`src/rtl/mod_a_driver.sv`:
```
// -----------------------------------------------------------------------------
// mod_a_driver
//
// Initiator for the triggered-counter handshake. A start request runs a
// programmable number of rounds. In each round the block sends a one-cycle
// trigger to the counter unit, then waits for a rising edge on ok and captures
// the count the unit reports. Every wait has a timeout. The block reports the
// end of each sequence, the last captured count and whether a timeout occurred.
//
// Parameters
//   CNT_W       width of the count returned by the counter unit
//   TIMEOUT     cycles allowed for an ok rising edge after each trigger (2..255)
//
// Ports
//   clk         single clock; all state changes on the rising edge
//   rst         asynchronous, active-low reset
//   start       sequence request; sampled only in IDLE
//   runs        number of trigger rounds; latched when start is accepted
//   ok          completion from the unit; only a rising edge counts
//   count_a     count from the unit; captured when the ok rising edge is seen
//   trg_a       one-cycle trigger pulse to the unit
//   busy        high while a sequence is in progress (state != IDLE)
//   done        one-cycle pulse at the end of every accepted start
//   stop_val    count_a captured at the most recent completion
//   run_cnt     rounds completed in the current or last sequence
//   timeout_err sticky timeout flag; cleared by the next accepted start
// -----------------------------------------------------------------------------
module mod_a_driver #(
   parameter int CNT_W   = 4,
   parameter int TIMEOUT = 16
) (
   input  logic             clk,
   input  logic             rst,
   input  logic             start,
   input  logic [3:0]       runs,
   input  logic             ok,
   input  logic [CNT_W-1:0] count_a,
   output logic             trg_a,
   output logic             busy,
   output logic             done,
   output logic [CNT_W-1:0] stop_val,
   output logic [3:0]       run_cnt,
   output logic             timeout_err
);

   // TIMEOUT is at most 255, so an 8-bit timer is always wide enough.
   localparam logic [7:0] TMR_LAST = 8'(TIMEOUT - 1);

   typedef enum logic [2:0] {
      IDLE   = 3'd0,
      FIRE   = 3'd1,
      WAIT   = 3'd2,
      GAP    = 3'd3,
      FINISH = 3'd4
   } state_t;

   state_t     state, state_nxt;
   logic       ok_q;
   logic [7:0] timer;
   logic [3:0] runs_lat;

   // Control strobes from the next-state logic to the datapath.
   logic       seq_clr;    // start accepted: clear run_cnt and timeout_err
   logic       runs_ld;    // start accepted with runs != 0: latch runs
   logic       tmr_clr;
   logic       tmr_inc;
   logic       capture;    // completion seen: take count_a, bump run_cnt
   logic       to_set;

   logic       ok_rise;
   logic [3:0] run_cnt_inc;

   // The level on ok is ignored. If ok is already high when a trigger is
   // issued, the unit has to drop it before a new completion can be detected.
   assign ok_rise     = ok & ~ok_q;
   assign run_cnt_inc = run_cnt + 4'd1;

   // These outputs are decoded from the state register only, so no input
   // reaches them combinationally.
   assign trg_a = (state == FIRE);
   assign done  = (state == FINISH);
   assign busy  = (state != IDLE);

   // ---------------------------------------------------------------------------
   // State register
   // ---------------------------------------------------------------------------
   always_ff @(posedge clk or negedge rst) begin
      if (!rst) state <= IDLE;
      else      state <= state_nxt;
   end

   // ---------------------------------------------------------------------------
   // Next-state and control decode
   // ---------------------------------------------------------------------------
   always_comb begin
      state_nxt = state;
      seq_clr   = 1'b0;
      runs_ld   = 1'b0;
      tmr_clr   = 1'b0;
      tmr_inc   = 1'b0;
      capture   = 1'b0;
      to_set    = 1'b0;
      unique case (state)
         IDLE: begin
            if (start) begin
               seq_clr = 1'b1;
               if (runs != 4'd0) begin
                  runs_ld   = 1'b1;
                  state_nxt = FIRE;
               end else begin
                  // Zero rounds: report completion without triggering.
                  state_nxt = FINISH;
               end
            end
         end
         FIRE: begin
            tmr_clr   = 1'b1;
            state_nxt = WAIT;
         end
         WAIT: begin
            tmr_inc = 1'b1;
            // A completion wins over a timeout in the same cycle.
            if (ok_rise) begin
               capture   = 1'b1;
               state_nxt = (run_cnt_inc == runs_lat) ? FINISH : GAP;
            end else if (timer == TMR_LAST) begin
               to_set    = 1'b1;
               state_nxt = FINISH;
            end
         end
         // One spare cycle keeps trigger pulses at least two cycles apart.
         GAP:     state_nxt = FIRE;
         FINISH:  state_nxt = IDLE;
         default: state_nxt = IDLE;
      endcase
   end

   // ---------------------------------------------------------------------------
   // Datapath
   // ---------------------------------------------------------------------------
   always_ff @(posedge clk or negedge rst) begin
      if (!rst) begin
         ok_q        <= 1'b0;
         timer       <= '0;
         runs_lat    <= '0;
         stop_val    <= '0;
         run_cnt     <= '0;
         timeout_err <= 1'b0;
      end else begin
         ok_q <= ok;

         if (tmr_clr)      timer <= '0;
         else if (tmr_inc) timer <= timer + 8'd1;

         if (runs_ld) runs_lat <= runs;

         // run_cnt never goes past the latched runs value, so it cannot wrap.
         if (seq_clr)      run_cnt <= '0;
         else if (capture) run_cnt <= run_cnt_inc;

         if (capture) stop_val <= count_a;

         if (seq_clr)     timeout_err <= 1'b0;
         else if (to_set) timeout_err <= 1'b1;
      end
   end

endmodule

```
`config.mk`:
```
export PLATFORM = sky130hd
export DESIGN_NAME = mod_a_driver
export DESIGN_NICKNAME = d
export VERILOG_FILES = /design/src/rtl/mod_a_driver.sv
export SDC_FILE = /design/constraint.sdc
export NUM_CORES = 1
export LEC_CHECK = 0
export ABC_AREA = 1
export CORE_MARGIN = 5
export CORE_UTILIZATION = 45
export DETAILED_ROUTE_END_ITERATION = 6
export PLACE_DENSITY = 0.71
export SKIP_CTS_REPAIR_TIMING = 1
export SYNTH_ARGS = -nofsm -noshare
export SYNTH_HDL_FRONTEND = slang
export SYNTH_SLANG_ARGS = --single-unit
```
`constraint.sdc`:
```
create_clock -name clk -period 1.75 [get_ports clk]
set_input_delay 0.4375 -clock clk [delete_from_list [all_inputs] [get_ports clk]]
set_output_delay 0.4375 -clock clk [all_outputs]
set_load 0.05 [all_outputs]
```
==> results.txt <==
The logs give 0.786 for the worst slew margin relative to its limit and 24 for the number of primary I/O pins. The tools report the first-pass GRT wire length as 5.14 mm. The worst hold path belongs to the class input port to async pin. The proportion of register bits with asynchronous set or reset after synthesis is 1.00. The congestion estimate from routability-driven global placement came to 0.833. The logs give 0 for the number of antenna violations at the first check in global routing and 0 for the Yosys warning count. The library cell used most frequently in the layout, excluding fill and tap cells, is sky130_fd_sc_hd__nand2_1.

The clock root buffer master was sky130_fd_sc_hd__clkbuf_4. In this run the deepest clock path goes through 2 buffers. The ratio of final minimum period to clock period was 0.957. The number of endpoints with negative hold slack in the final report was 0. The critical path is of the flop to output port type. At the pin with the least slew margin, the transition time is 0.321 ns. The tools report the highest achievable clock rate as 0.597 GHz. TritonCTS built the clock tree.

For this design the static power due to leakage is 0.837 nW. At the end of the flow, the number of nets in the layout was 208. Once detailed placement completed, the half-perimeter wirelength came to 2.19 mm. In this run the core area contains 19 standard-cell rows.

The pin count of the biggest net entering global routing is 26, and the global-route met2 utilization is 0.265. Total of flip-flops plus latches after synthesis: 25. For the arrival time reported for the critical path endpoint, the log shows 1.24 ns.

The initial standard-cell utilization of the core is 0.467. The portion of the post-synthesis area used by sequential elements was 0.490; the total power density per cell area was 1570 nW/um^2. The via count normalized by instance count works out to 5.17. The shortest period the worst path allows was 1.67 ns.

The repair_antennas step left the layout with diodes totalling 0. The number of global-route vias before repair is 1092, and the met1 layer usage reported by global route is 0.199. After global routing, the most crowded layer is met2. The average size of a mapped cell was 8.09 sq um; the area growth from synthesis to layout was 33.1%. The final antenna-violating net count is 0. The first TritonRoute pass finished after 4 iterations. The top fanout value on the critical path is 4. From bottom edge to top edge, the die measures 63.3 microns. The tools report the clock insertion delay at the later pin of the skew report as 0.32 ns. Setup repair after global routing could not meet its margin everywhere. Leaving out fill and tap cells, the most frequent cells in the layout are sky130_fd_sc_hd__nand2_1 (42), sky130_fd_sc_hd__dfrtp_1 (24), sky130_fd_sc_hd__inv_1 (21). The worst setup path is captured at an output port. The area of the core is 2730 sq um. The tools report the highest ir drop seen on vdd as 0.000951 V. The most instantiated flip-flop cell in the synthesis netlist was sky130_fd_sc_hd__dfrtp_1. The number of library cell types mapped by synthesis was 25; the clock transition time at the flip-flop clock pins of the worst setup and hold paths was 0.13 ns. Aggregate global-route resource usage: 0.158. The flow ran to the end, and the final reports show no timing, DRC or antenna violations.

The cell area after synthesis is 1280 sq um, and the data required time of the worst path is 1.31 ns. The post-placement cell area was 1640 sq um. The ratio of cells with drive above 1 in the final layout was 0.192; the number of instances in the synthesized netlist was 158. Clock tree synthesis inserted a total of 3 buffers.

After the first detailed-routing iteration, the DRC count stood at 62. The run gives 0.0462 as the met3 layer usage reported by global route. Port buffering added 23 buffers. Summed over all layers, the global routing overflow is 0.

The number of flops mapped to enable cells by yosys is 0, and the setup skew after layout is 0.00331 ns. The x dimension of the die came out at 63.3 microns. The max-slew violation count is 0, and the die footprint is 4000 sq um.

The filler cell count was 240; the worst hold-check slack was 0.461 ns. The final setup violation count was 0. The sort of element at the start of the critical path was a flop. The routed via count was 1159; the max-cap check violation count was 0.

The clock net in this run drives a total of 25 sinks. The final core utilization came out at 0.622. After detailed routing, the average wire length per cell comes to 12.4 microns. After detailed routing, the number of remaining DRC violations is 0. The sum of routed wire length over all layers was 2.78 mm; the post-route cell area was 1700 sq um. The number of levels in the clock H-tree came out at 1.

Synthesis produced a netlist with a net count of 172.
[cell type report]
| cell class | instances | area, sq um | share of cell area |
|---|---|---|---|
| inverter | 26 | 105 | 0.0618 |
| sequential | 25 | 627 | 0.369 |
| multi-input combinational | 107 | 568 | 0.334 |
| timing repair buffer | 31 | 335 | 0.197 |
| tap | 31 | 38.8 | 0.0228 |
| clock buffer | 4 | 26.3 | 0.0155 |
[worst paths after layout]
check | startpoint | endpoint | slack (ns) | depth (start not counted)
max in group asynchronous | rst | state[1] | 1.03 | 2
setup / recovery | state[0] | trg_a | 0.08 | 3
hold / removal | rst | timer[6] | 0.46 | 2
hold reg to reg | timer[3] | timer[3] | 0.48 | 1
setup reg to reg | run_cnt[0] | state[1] | 0.26 | 7
min in group clk | timer[3] | timer[3] | 0.48 | 1
[per-stage QoR]
stage / setup slack (ns) / power, W / TNS (ns) / std cells
after floorplan: 0.0927 / 0.00181 / 0 / 158
after global placement: 0.0566 / 0.00233 / 0 / 217
after detailed placement: 0.0200 / 0.00236 / 0 / 217
after CTS: -0.0146 / 0.00262 / -0.0146 / 221
after global routing: -0.0138 / 0.00290 / -0.0163 / 224
final: 0.0758 / 0.00268 / 0 / 224
[metal layers]
layer	share of wire	wire [microns]
met4	0.0094	26
met3	0.043	119
met2	0.50	1400
met5	0	0
met1	0.45	1240
[flip-flops by register name, summed over array words and instances (netlist names)]
signal	count
timeout_err	1
timer	8
ok_q	1
stop_val	4
state	3
run_cnt	4
runs_lat	4
[cells in the mapped netlist, drive strengths merged (2+ instances only)]
cell type | instances | area share
nand2 | 43 | 0.13
dfrtp | 25 | 0.49
inv | 25 | 0.073
nand3 | 16 | 0.080
o21ai | 14 | 0.055
nor2 | 12 | 0.050
a21oi | 5 | 0.020
nor3 | 5 | 0.024
nand4 | 4 | 0.020
ha | 2 | 0.020
[report_power, final]
group	switching, W	total, W	internal, W
clock	0.000169	0.000258	0.0000892
sequential	0.000140	0.000883	0.000743
combinational	0.000930	0.00154	0.000605
[critical path, stage by stage (launching register included)]
cell and delay, ns:
sky130_fd_sc_hd__dfrtp_1 0.43, sky130_fd_sc_hd__inv_4 0.07, sky130_fd_sc_hd__nor3_4 0.25, sky130_fd_sc_hd__buf_12 0.17
[kinds of logic (layout without fill, tap and decap cells)]
kind of cell	after synthesis	count (layout)	synth area share
DFF	25	25	0.490
xor gates and xnor gates	1	1	0.00686
buffers and inverters	26	61	0.0803
and+or+nand+nor	81	81	0.308
AOI/OAI and AO/OA	23	23	0.0960
adders and majority gates	2	2	0.0196
No activity file was read; power rests on OpenSTA's default activity.
